### config.mk
export PLATFORM = sky130hd
export DESIGN_NAME = conv_window_buffer_flat
export DESIGN_NICKNAME = d
export VERILOG_FILES = /design/src/rtl/conv_window_buffer_if.sv /design/src/rtl/conv_window_buffer.sv /design/src/flat_wrapper.sv
export SDC_FILE = /design/constraint.sdc
export NUM_CORES = 1
export LEC_CHECK = 0
export BUFFER_PORTS_ARGS = -buffer_cell sky130_fd_sc_hd__buf_2
export CAP_MARGIN = 10
export CORE_MARGIN = 5
export CORE_UTILIZATION = 50
export DETAILED_ROUTE_END_ITERATION = 10
export PLACE_DENSITY = 0.81
export SYNTH_ARGS = -nofsm -noshare
export SYNTH_HDL_FRONTEND = slang
export SYNTH_SLANG_ARGS = --single-unit
### constraint.sdc
create_clock -name clk -period 6.7 [get_ports clk]
set_input_delay 1.34 -clock clk [delete_from_list [all_inputs] [get_ports clk]]
set_output_delay 1.34 -clock clk [all_outputs]
set_load 0.03 [all_outputs]
### src/rtl/conv_window_buffer_if.sv
// conv_window_buffer_if: pixel-in / window-out stream bundle for conv_window_buffer.
interface conv_window_buffer_if #(
   parameter int K  = 3,
   parameter int CH = 1,
   parameter int DW = 8
) ();
   logic                 in_valid;
   logic                 in_ready;
   logic [CH*DW-1:0]     in_data;
   logic                 out_valid;
   logic                 out_ready;
   logic [K*K*CH*DW-1:0] out_window;
   logic                 out_last;
   modport master (output in_valid, in_data, out_ready, input in_ready, out_valid, out_window, out_last);
   modport slave  (input in_valid, in_data, out_ready, output in_ready, out_valid, out_window, out_last);
endinterface

### src/rtl/conv_window_buffer.sv
// conv_window_buffer: KxK sliding-window generator over a raster pixel stream.
// Define WIN_COUNT_EN to add the win_count output (windows handshaken in the current frame).
module conv_window_buffer #(
   parameter int K      = 3,
   parameter int STRIDE = 1,
   parameter int IMG_W  = 8,
   parameter int IMG_H  = 8,
   parameter int CH     = 1,
   parameter int DW     = 8
) (
   input  logic clk,
   input  logic rst,
`ifdef WIN_COUNT_EN
   output logic [15:0] win_count,
`endif
   conv_window_buffer_if.slave bus
);
   localparam int PW = CH * DW;
   localparam int CW = $clog2(IMG_W);
   localparam int RW = $clog2(IMG_H);
   logic [CW-1:0]     c;
   logic [RW-1:0]     r;
   logic [PW-1:0]     lb [K-1][IMG_W];
   logic [PW-1:0]     col [K];
   logic [K*K*PW-1:0] win, win_nxt;
   logic              valid, last, accept, produce, row_end, frame_end;
   assign bus.in_ready   = !valid || bus.out_ready;
   assign bus.out_valid  = valid;
   assign bus.out_last   = last;
   assign bus.out_window = win;
   assign accept    = bus.in_valid && bus.in_ready;
   assign row_end   = c == CW'(IMG_W - 1);
   assign frame_end = row_end && r == RW'(IMG_H - 1);
   assign produce   = accept && int'(r) >= K - 1 && int'(c) >= K - 1 &&
                      (int'(r) - K + 1) % STRIDE == 0 && (int'(c) - K + 1) % STRIDE == 0;
   // lb[0] holds row r-1, lb[K-2] row r-K+1; window row 0 is the oldest row
   always_comb begin
      col = '{default: '0};
      win_nxt = '0;
      for (int i = 0; i < K - 1; i++) col[i] = lb[K-2-i][c];
      col[K-1] = bus.in_data;
      for (int i = 0; i < K; i++) win_nxt[i*K*PW +: K*PW] = {col[i], win[i*K*PW+PW +: (K-1)*PW]};
   end
   always_ff @(posedge clk)
      if (accept) begin
         lb[0][c] <= bus.in_data;
         for (int k = 1; k < K - 1; k++) lb[k][c] <= lb[k-1][c];
      end
   // the window only advances on accept, so a held window stays put while out_ready is low
   always_ff @(posedge clk or posedge rst)
      if (rst) begin
         r     <= '0;
         c     <= '0;
         valid <= 1'b0;
         last  <= 1'b0;
         win   <= '0;
      end else begin
         if (accept) begin
            c   <= row_end ? '0 : c + 1'b1;
            r   <= frame_end ? '0 : row_end ? r + 1'b1 : r;
            win <= win_nxt;
         end
         if (produce) begin
            valid <= 1'b1;
            last  <= frame_end;
         end else if (bus.out_ready) begin
            valid <= 1'b0;
            last  <= 1'b0;
         end
      end
`ifdef WIN_COUNT_EN
   always_ff @(posedge clk or posedge rst)
      if (rst) win_count <= '0;
      else if (valid && bus.out_ready) win_count <= last ? '0 : win_count + 1'b1;
`endif
endmodule

### src/flat_wrapper.sv
// flat-port wrapper written by rule: the top's interface ports become plain ports
module conv_window_buffer_flat 
#(
   parameter int K      = 3,
   parameter int STRIDE = 1,
   parameter int IMG_W  = 8,
   parameter int IMG_H  = 8,
   parameter int CH     = 1,
   parameter int DW     = 8
)
  (clk, rst, bus_in_valid, bus_in_data, bus_out_ready, bus_in_ready, bus_out_valid, bus_out_window, bus_out_last);
  conv_window_buffer_if #(.K(K), .CH(CH), .DW(DW)) bus_i ();
  input  logic clk;
  input  logic rst;
  input wire logic [$bits(bus_i.in_valid)-1:0] bus_in_valid;
  input wire logic [$bits(bus_i.in_data)-1:0] bus_in_data;
  input wire logic [$bits(bus_i.out_ready)-1:0] bus_out_ready;
  output wire logic [$bits(bus_i.in_ready)-1:0] bus_in_ready;
  output wire logic [$bits(bus_i.out_valid)-1:0] bus_out_valid;
  output wire logic [$bits(bus_i.out_window)-1:0] bus_out_window;
  output wire logic [$bits(bus_i.out_last)-1:0] bus_out_last;
  assign bus_i.in_valid = bus_in_valid;
  assign bus_i.in_data = bus_in_data;
  assign bus_i.out_ready = bus_out_ready;
  assign bus_in_ready = bus_i.in_ready;
  assign bus_out_valid = bus_i.out_valid;
  assign bus_out_window = bus_i.out_window;
  assign bus_out_last = bus_i.out_last;
  conv_window_buffer #(.K(K), .STRIDE(STRIDE), .IMG_W(IMG_W), .IMG_H(IMG_H), .CH(CH), .DW(DW)) u_core (.clk(clk), .rst(rst), .bus(bus_i));
endmodule
==> results of run 1 <==
## metrics by stage
step	cell area (um^2)	hold slack [ns]	util, %	total power, uW	worst slack (ns)
5_1_grt	9370	0.504	59.2	4900	3.33
3_5_place_dp	8690	0.457	54.9	3570	2.98
3_3_place_gp	8680	0.454	54.8	3490	3.11
2_1_floorplan	8040	0.479	-	3060	2.88
4_1_cts	9370	0.472	59.2	4710	3.46
6_report	9370	0.472	59.2	4680	3.47
## report_power, final
part | internal (uW) | leakage [uW] | switching, uW
Clock | 666 | 0.000326 | 466
Sequential | 1790 | 0.00214 | 186
Combinational | 466 | 0.00145 | 1110
Total | 2920 | 0.00391 | 1760
## state kept, by name (all words and copies together), names as in the netlist
signal and count:
u_core.lb 128, u_core.bus.out_window 72, u_core.c 3, u_core.r 3
u_core.bus.out_last 1, u_core.bus.out_valid 1
## how the worst min path moves through the flow
stage,endpoint,start,cells past startpoint
after floorplan,u_core.r[2]$_DFFE_PP0P_,u_core.r[2]$_DFFE_PP0P_,2
after global routing,u_core.bus.out_window[3]$_DFFE_PP0P_,u_core.bus.out_window[3]$_DFFE_PP0P_,2
after CTS,u_core.bus.out_window[55]$_DFFE_PP0P_,u_core.bus.out_window[55]$_DFFE_PP0P_,2
after global placement,u_core.bus.out_window[0]$_DFFE_PP0P_,u_core.bus.out_window[0]$_DFFE_PP0P_,2
final,u_core.bus.out_window[55]$_DFFE_PP0P_,u_core.bus.out_window[55]$_DFFE_PP0P_,2
after detailed placement,u_core.bus.out_window[28]$_DFFE_PP0P_,u_core.bus.out_window[28]$_DFFE_PP0P_,2
## logic make-up (layout without fill, tap and decap cells)
group | after synthesis | count (layout) | synth area share, %
AND/OR/NAND/NOR | 253 | 253 | 12.5
flip-flops | 208 | 208 | 72.7
multiplexers | 35 | 35 | 7.01
adder cells (fa/ha/maj) | 6 | 6 | 0.934
AO/OA/AOI/OAI | 50 | 50 | 4.44
buffers and inverters | 36 | 141 | 2.35
## worst max-delay path: cells and delay by family
family	cells	cell delay (ns)
AND/OR/NAND/NOR	1	0.22
buffers and inverters	2	0.32
## cell type report
type	count	area [um^2]
Clock buffer	28	594
Clock inverter	10	82.6
Fill cell	1183	6460
Inverter	5	20.0
Multi-Input combinational cell	344	2030
Sequential cell	208	5850
Tap cell	216	270
Timing Repair Buffer	98	524
## cells in the final DEF (no fill, tap or decap), drive strengths merged, types with 3 or more instances in the layout
master and count:
a21oi 7, a221o 3, a221oi 4, a22oi 4, a31oi 13, and3 3, buf 98, clkbuf 28
clkinv 7, clkinvlp 3, dfrtp 80, edfxtp 128, ha 6, inv 4, mux2 7, mux2i 12
mux4 16, nand2 207, nand2b 4, nand3 4, nor2 20, nor2b 3, nor3 6, o21ai 6
o22a 3, o311ai 3, or3 3
## routing by layer
metal	up-vias	share of wire, %	routed length, um	global-route usage, %
li1	2262	-	-	-
met3	26	7.5	1330	3.68
met4	0	2.1	373	5.27
met5	-	0	0	0
met1	2511	39	6820	23.9
met2	221	52	9040	32.8
==> results.txt, run 1 <==
core footprint: 0.0158 mm^2
CP endpoint kind: output pin
Routed wire per std cell: 19.3 um
Initial Utilization: 50.8%
Syn-to-layout area delta: 16.6%
Non-Filler Instances: 909
Max Freq: 0.310 GHz
max-cap viol count: 0
RSZ-0062 raised after global routing: false
Hold Path Class: flop to flop
Syn Std Cell Area: 0.00804 mm^2
pwr/cell area: 500 mW/mm^2
Vias: 5,020
Fin Setup TNS: 0 ns
worst rel slew slack: 34.4%
largest net degree at the start of global routing: 90
CP endpoint: bus_in_ready
synthesized net count: 606
most frequent cells after synthesis: 207 x nand2_1, 128 x edfxtp_1, 80 x dfrtp_1
Die Ht: 137 um
Slew @ Worst Pin: 0.984 ns
worst-path maximum fanout: 5
Inserted Diodes: 0
EDFF count, synth: 128
global-route wire length before repair: 27.0 mm
CTS tree: built
Die W: 137 um
layout cells sized above 1: 23.4%
worst r2r path cells: 4
vias in the first global route: 5,075
initial antenna violation count: 0
R2R setup slack: 4.02 ns
root buffer cell: clkbuf_16
CTS Buffer Depth: 3
PortBufs: 86
CP cell instances: buf_2 -> nand2b_1 -> buf_2
Final Hold Fails: 0
slowest CP cell: nand2b_1
Tot GR Track Use: 18.7%
total wire length: 17.6 mm
post-CTS sizing: 0
remaining global-route overflow: 0
placement row count: 46
async set-reset flop share out of synthesis: 38.5%
Yosys reg bits: 208
Critical Path RT: 5.36 ns
# hold bufs at CTS: 0
io pins: 87
sequential-to-total area share from yosys stat: 72.7%
final setup fails: 0
reg-to-reg critical path endpoint: u_core.lb[0][64]$_DFFE_PP_
TritonRoute pass-1 iters: 5
Post-Syn Instances: 588
syn_area_per_cell: 13.7 um^2
worst vdd ir: 0.347 mV
Final Max Slew Viols: 0
YS warnings: 0
CTS buffer count: 21
top cell type's share of synthesized area: 47.8%
total placed cells including tap cells: 871
Setup Skew: 0.00799 ns
final worst path period share: 48.2%
Iter 0 DRT Violations: 535
crit path DAT: 1.89 ns
Antenna Violating Nets Remaining: 0
status: complete, no violations
dpl hpwl: 11.0 mm
die area: 0.0187 mm^2
cell taking the most area after synthesis: edfxtp_1
ys flop type: edfxtp_1
crit path from: bus_out_ready
slowest stage delay, CP: 0.22 ns
GPL Wtd Cong: 0.774
clk slew on worst S/H paths: 0.06 ns
clk_lat worst skew: 0.49 ns
Max H-tree Level: 1
final layout net count: 696
Startpoint Class: primary input
clock sinks: 208
Via density: 5.52
Crit Path Class: primary input to output pin
worst r2r src: u_core.c[2]$_DFFE_PP0P_
synth unique cells: 43
leakage power: 0.00391 uW
count leader, synth: nand2_1
CP most frequent cell: buf_2
Post-CTS Setup Inserts: 0
Synth area leaders: edfxtp_1 48%, dfrtp_1 25%, nand2_1 9.7%, mux4_2 4.5%, mux2i_1 1.5%
Final min period: 3.23 ns
DRC viols: 0
No activity file was read; power rests on OpenSTA's default activity.
==> run 2, diff against run 1 <==
Settings changed: PLACE_DENSITY 0.81 to 0.83.
Clock period 6.7 ns to 2.83 ns, I/O delays scaled along.
==> results.txt, run 2 (synthesis gave the netlist of run 1 again) <==
GPL Wtd Cong: 0.814 (was 0.774)
met3 usage: 4.08% (was 3.68%)
post-CTS sizing: 0 (unchanged)
clk slew on worst S/H paths: 0.06 ns (about the same)
Sequential Area: 0.00585 mm^2 (unchanged)
crit path DAT: 2.31 ns (was 1.89 ns)
Final min period: 2.19 ns
crit path from: u_core.c[1]$_DFFE_PP0P_ (was bus_out_ready)
max-cap viol count: 0 (unchanged)
Most flops, register: u_core.lb (unchanged)
global-route wire length before repair: 28.8 mm (was 27.0 mm)
Setup Skew: 0.0104 ns (was 0.00799 ns)
area of the multi-input gates: 0.00203 mm^2 (unchanged)
Crit Path Class: flop to flop (was primary input to output pin)
Via density: 5.58 (was 5.52)
Tot GR Track Use: 19.9% (was 18.7%)
Post-CTS Setup Inserts: 0 (unchanged)
DRC viols: 0 (unchanged)
PnR worst setup slack: 0.639 ns (was 3.47 ns)
core footprint: 0.0158 mm^2 (unchanged)
placement row count: 46 (unchanged)
Inserted Diodes: 0 (unchanged)
TritonRoute pass-1 iters: 5 (unchanged)
Routed wire per std cell: 20.0 um (was 19.3 um)
root buffer cell: clkbuf_16 (unchanged)
Syn-to-layout area delta: 17.7% (was 16.6%)
Antenna Violating Nets Remaining: 0 (unchanged)
Die Ht: 137 um (unchanged)
GRT Max-Usage Layer: met2 (unchanged)
Initial Utilization: 50.8% (unchanged)
CTS buffer count: 21 (unchanged)
Vias: 5,125 (was 5,020)
dpl hpwl: 11.7 mm (was 11.0 mm)
GR Layer Usage met1: 25.9% (was 23.9%)
Critical Path RT: 2.95 ns (was 5.36 ns)
worst vdd ir: 0.609 mV (was 0.347 mV)
pwr/cell area: 1190 mW/mm^2 (was 500 mW/mm^2)
R2R setup slack: 0.64 ns (was 4.02 ns)
layout cells sized above 1: 24.4% (was 23.4%)
worst r2r path cells: 2 (was 4)
PortBufs: 86 (unchanged)
Hold Path Class: primary input to async pin (was flop to flop)
reg-to-reg critical path endpoint: u_core.lb[0][127]$_DFFE_PP_ (was u_core.lb[0][64]$_DFFE_PP_)
Die W: 137 um (unchanged)
clk_lat worst skew: 0.50 ns (was 0.49 ns)
total wire length: 18.4 mm (was 17.6 mm)
final layout net count: 705 (was 696)
Max H-tree Level: 1 (unchanged)
CTS Buffer Depth: 3 (unchanged)
worst rel slew slack: 35.1% (was 34.4%)
final worst path period share: 77.4%
RSZ-0062 raised after global routing: false (unchanged)
max reg flops: 128 (unchanged)
clock sinks: 208 (unchanged)
final instance area: 0.00946 mm^2 (was 0.00937 mm^2)
pre-CTS setup slack: 0.451 ns (was 2.98 ns)
final setup fails: 0 (unchanged)
Final Max Slew Viols: 0 (unchanged)
placed inst area: 0.00877 mm^2 (was 0.00869 mm^2)
leakage power: 0.00398 uW (was 0.00391 uW)
io pins: 87 (unchanged)
Iter 0 DRT Violations: 534 (was 535)
CTS tree: built (unchanged)
worst-path maximum fanout: 16 (was 5)
Max Freq: 0.456 GHz
largest net degree at the start of global routing: 61 (was 90)
# hold bufs at CTS: 0 (unchanged)
worst r2r src: u_core.c[1]$_DFFE_PP0P_ (was u_core.c[2]$_DFFE_PP0P_)
remaining global-route overflow: 0 (unchanged)
initial antenna violation count: 0 (unchanged)
FILL cells: 1,179 (was 1,183)
met2 Usage GRT: 33.8% (was 32.8%)
vias in the first global route: 5,272 (was 5,075)
Slew @ Worst Pin: 0.973 ns (was 0.984 ns)
CP endpoint kind: flop (was output pin)
die area: 0.0187 mm^2 (unchanged)
Startpoint Class: flop (was primary input)
most frequent cells in the layout: 206 x nand2_1, 128 x edfxtp_1, 86 x buf_2 (unchanged)
status: complete, no violations (unchanged)
commonest non-fill, non-tap cell in the layout: nand2_1 (unchanged)
Final Hold Fails: 0 (unchanged)
-- run 2: changes by cell type in the layout (fill, tap and decap cells not counted), sizes merged --
cell | previous run | this run
clkinvlp | 3 | 1
clkbuf | 28 | 24
buf | 98 | 107
bufinv | 1 | 3
clkinv | 7 | 11
-- run 2: layout make-up --
cell class | instances | area share, %
tap | 216 | 2.86
multi-input combinational | 344 | 21.5
clock buffer | 24 | 5.68
timing repair buffer | 107 | 6.35
sequential | 208 | 61.8
inverter | 5 | 0.212
clock inverter | 14 | 1.60
-- run 2: worst max path at each step --
| stage | endpoint | slack (ns) | cells past startpoint |
|---|---|---|---|
| floorplan | u_core.lb[0][10]$_DFFE_PP_ | -0.21 | 6 |
| global route | u_core.lb[0][127]$_DFFE_PP_ | 0.52 | 2 |
| finish | u_core.lb[0][127]$_DFFE_PP_ | 0.64 | 2 |
| detailed placement | u_core.lb[0][61]$_DFFE_PP_ | 0.45 | 4 |
| global placement | u_core.lb[0][56]$_DFFE_PP_ | 0.60 | 4 |
| CTS | u_core.lb[0][123]$_DFFE_PP_ | 0.60 | 2 |
-- run 2: per-stage QoR --
step,setup TNS [ns],std cells,util (%),total power (uW),hold WS (ns)
finish,0,918,59.7,11300,0.140
global route,0,918,59.7,11800,0.177
detailed placement,0,880,55.4,8510,0.457
global placement,0,880,55.4,8330,0.455
CTS,0,918,59.7,11300,0.149
floorplan,-11.79,588,-,7260,0.479
-- run 2: routing by layer --
layer,share of wire (%),vias up
met5,0,-
met4,3.8,0
met1,39,2545
met3,8.3,54
met2,49,249
li1,-,2277
-- run 2: power breakdown --
part	total (uW)	internal, uW	switching (uW)
clock network	2750	1640	1110
registers	4740	4230	502
logic	3760	1160	2610
-- run 2: critical path, cell delays in order (launching register included) --
cell and delay, ns:
dfrtp_1 0.50, nor2_1 0.42, and3_1 0.89
==> run 3, diff against run 2 <==
Settings changed: ABC_AREA set to 1.
Clock period 2.83 ns to 1.9 ns, I/O delays scaled along.
==> results.txt, run 3 <==
max reg flops: 128 (unchanged)
core footprint: 0.0166 mm^2 (was 0.0158 mm^2)
worst vdd ir: 1.12 mV (was 0.609 mV)
dpl hpwl: 12.5 mm (was 11.7 mm)
EDFF count, synth: 128 (unchanged)
Final Max Slew Viols: 0 (unchanged)
total wire length: 19.8 mm (was 18.4 mm)
die area: 0.0196 mm^2 (was 0.0187 mm^2)
Hold Path Class: primary input to flop (was primary input to async pin)
worst rel slew slack: 63.8% (was 35.1%)
most frequent cells in the layout: 552 x nand2_1, 128 x edfxtp_1, 86 x buf_2 (was 206 x nand2_1, 128 x edfxtp_1, 86 x buf_2)
combinational fraction of design power: 38.9% (was 33.5%)
ys flop type: edfxtp_1 (unchanged)
crit path DAT: 1.95 ns (was 2.31 ns)
initial antenna violation count: 0 (unchanged)
Critical Path RT: 2.06 ns (was 2.95 ns)
Max H-tree Level: 1 (unchanged)
clk_lat worst skew: 0.50 ns (about the same)
Reg power frac: 38.8% (was 42.1%)
final worst path period share: 94.7% (was 77.4%)
Startpoint Class: flop (unchanged)
count leader, synth: nand2_1 (unchanged)
WP buf/inv: 3 (was 0)
Vias: 6,154 (was 5,125)
area of the multi-input gates: 0.00244 mm^2 (was 0.00203 mm^2)
most frequent cells after synthesis: 553 x nand2_1, 128 x edfxtp_1, 80 x dfrtp_1 (was 207 x nand2_1, 128 x edfxtp_1, 80 x dfrtp_1)
layout cells sized above 1: 18.5% (was 24.4%)
Setup Skew: 0.0129 ns (was 0.0104 ns)
Top delay family on crit path: buffers and inverters (was simple AND/OR/NAND/NOR gates)
Net Sw Frac: 41.1% (was 37.5%)
DRC viols: 0 (unchanged)
remaining global-route overflow: 0 (unchanged)
pwr/cell area: 1780 mW/mm^2 (was 1190 mW/mm^2)
synthesized net count: 868 (was 606)
clock sinks: 208 (unchanged)
P_int: 10,600 uW (was 7030 uW)
commonest non-fill, non-tap cell in the layout: nand2_1 (unchanged)
CP cell instances: clkinvlp_4 -> buf_4 -> buf_4 -> nand2_1 -> nand2_1 (was nor2_1 -> and3_1)
vias in the first global route: 6,306 (was 5,272)
synth unique cells: 25 (was 43)
Syn Std Cell Area: 0.00845 mm^2 (was 0.00804 mm^2)
CTS tree: built (unchanged)
Die Ht: 140 um (was 137 um)
placed inst area: 0.00937 mm^2 (was 0.00877 mm^2)
Initial Utilization: 51.0% (was 50.8%)
Slew @ Worst Pin: 0.542 ns (was 0.973 ns)
clock network power share: 22.3% (was 24.5%)
Most flops, register: u_core.lb (unchanged)
CP endpoint kind: flop (unchanged)
switching power: 7420 uW (was 4220 uW)
TritonRoute pass-1 iters: 7 (was 5)
Final Core Density: 61.0% (was 59.7%)
largest net degree at the start of global routing: 75 (was 61)
CTS buffer count: 21 (unchanged)
Antenna Violating Nets Remaining: 0 (unchanged)
cell taking the most area after synthesis: edfxtp_1 (unchanged)
async set-reset flop share out of synthesis: 38.5% (unchanged)
PortBufs: 86 (unchanged)
final layout net count: 976 (was 705)
slowest CP cell: dfrtp_1 (was and3_1)
Inserted Diodes: 0 (unchanged)
Syn-to-layout area delta: 19.8% (was 17.7%)
YS warnings: 0 (unchanged)
Synth area leaders: edfxtp_1 45%, nand2_1 25%, dfrtp_1 24%, buf_2 1.4%, ha_1 0.89% (was edfxtp_1 48%, dfrtp_1 25%, nand2_1 9.7%, mux4_2 4.5%, mux2i_1 1.5%)
Yosys reg bits: 208 (unchanged)
final instance area: 0.0101 mm^2 (was 0.00946 mm^2)
Final Hold Fails: 0 (unchanged)
syn_area_per_cell: 9.94 um^2 (was 13.7 um^2)
Via density: 5.16 (was 5.58)
global-route wire length before repair: 32.5 mm (was 28.8 mm)
Die W: 140 um (was 137 um)
R2R setup slack: 0.10 ns (was 0.64 ns)
Final min period: 1.80 ns (was 2.19 ns)
Sequential Area: 0.00585 mm^2 (about the same)
Iter 0 DRT Violations: 608 (was 534)
top cell type's share of synthesized area: 45.5% (was 47.8%)
sequential-to-total area share from yosys stat: 69.2% (was 72.7%)
Tot GR Track Use: 20.3% (was 19.9%)
placement row count: 47 (was 46)
max-cap viol count: 0 (unchanged)
root buffer cell: clkbuf_16 (unchanged)
GPL Wtd Cong: 0.836 (was 0.814)
Post-Syn Instances: 850 (was 588)
FILL cells: 1,265 (was 1,179)
CTS Buffer Depth: 3 (unchanged)
Max Freq: 0.556 GHz (was 0.456 GHz)
final setup fails: 0 (unchanged)
io pins: 87 (unchanged)
slowest stage delay, CP: 0.52 ns (was 0.89 ns)
Fin Setup TNS: 0 ns (unchanged)
clk slew on worst S/H paths: 0.06 ns (about the same)
Crit Path Class: flop to flop (unchanged)
leakage power: 0.00488 uW (was 0.00398 uW)
RSZ-0062 raised after global routing: false (unchanged)
worst-path maximum fanout: 9 (was 16)
Routed wire per std cell: 16.6 um (was 20.0 um)
status: complete, no violations (unchanged)
-- run 3: per-layer routing --
metal	routed length [um]	vias to the layer above	global-route usage, %
met4	538	0	6.17
met5	0	-	0
met3	1300	48	3.68
li1	-	2914	-
met2	9970	251	35.1
met1	8040	2941	26.4
-- run 3: timing repair --
action / in CTS / in global routing
gates resized for setup: 0 / 1
setup buffers: 0 / 7
hold buffers: 1 / 0
endpoints found under the hold margin: 12 / 0
setup endpoints to repair: 0 / 11
-- run 3: stage by stage --
stage                     power [uW]  hold WS [ns]  instances  setup slack (ns)
after floorplan                11700         0.479        850            -0.147
after global placement         13700         0.368       1147             0.109
after detailed placement       13900         0.371       1147             0.103
after CTS                      18000         0.192       1186             0.104
after global routing           19100         0.205       1193            0.0140
final                          18100         0.205       1193             0.101
-- run 3: area by class of cell --
class / count / share of cell area, %
Multi-Input combinational cell: 589 / 24.1
Inverter: 10 / 0.470
Clock inverter: 10 / 0.618
Clock buffer: 28 / 6.18
Tap cell: 220 / 2.72
Sequential cell: 208 / 57.8
Timing Repair Buffer: 128 / 8.13
-- run 3: kinds of logic (layout without fill, tap and decap cells) --
group	after synthesis	count (layout)	share of synthesized area, %
adder cells (fa/ha/maj)	6	6	0.888
AO/OA/AOI/OAI	7	7	0.459
AND/OR/NAND/NOR	576	576	26.0
buffers and inverters	53	176	3.45
flip-flops	208	208	69.2
-- run 3: power by group through the flow --
stage	clock network [uW]	logic, uW	registers, uW
after global placement	0	6630	7040
after detailed placement	0	6840	7050
final	4040	7030	7000
after CTS	4090	6920	6980
after floorplan	0	3470	8270
after global routing	4320	7670	7120
-- run 3: path summary, 6_finish.rpt --
| kind | cells after the start | start | to |
|---|---|---|---|
| worst min register to register | 2 | u_core.bus.out_window[52]$_DFFE_PP0P_ | u_core.bus.out_window[52]$_DFFE_PP0P_ |
| worst max register to register | 5 | u_core.c[2]$_DFFE_PP0P_ | u_core.lb[0][112]$_DFFE_PP_ |
| min in group asynchronous | 3 | rst | u_core.bus.out_window[71]$_DFFE_PP0P_ |
| max in group asynchronous | 4 | rst | u_core.bus.out_valid$_DFFE_PP0P_ |
| worst min-delay path | 1 | bus_in_data[7] | u_core.lb[0][7]$_DFFE_PP_ |
| worst max-delay path | 5 | u_core.c[2]$_DFFE_PP0P_ | u_core.lb[0][112]$_DFFE_PP_ |
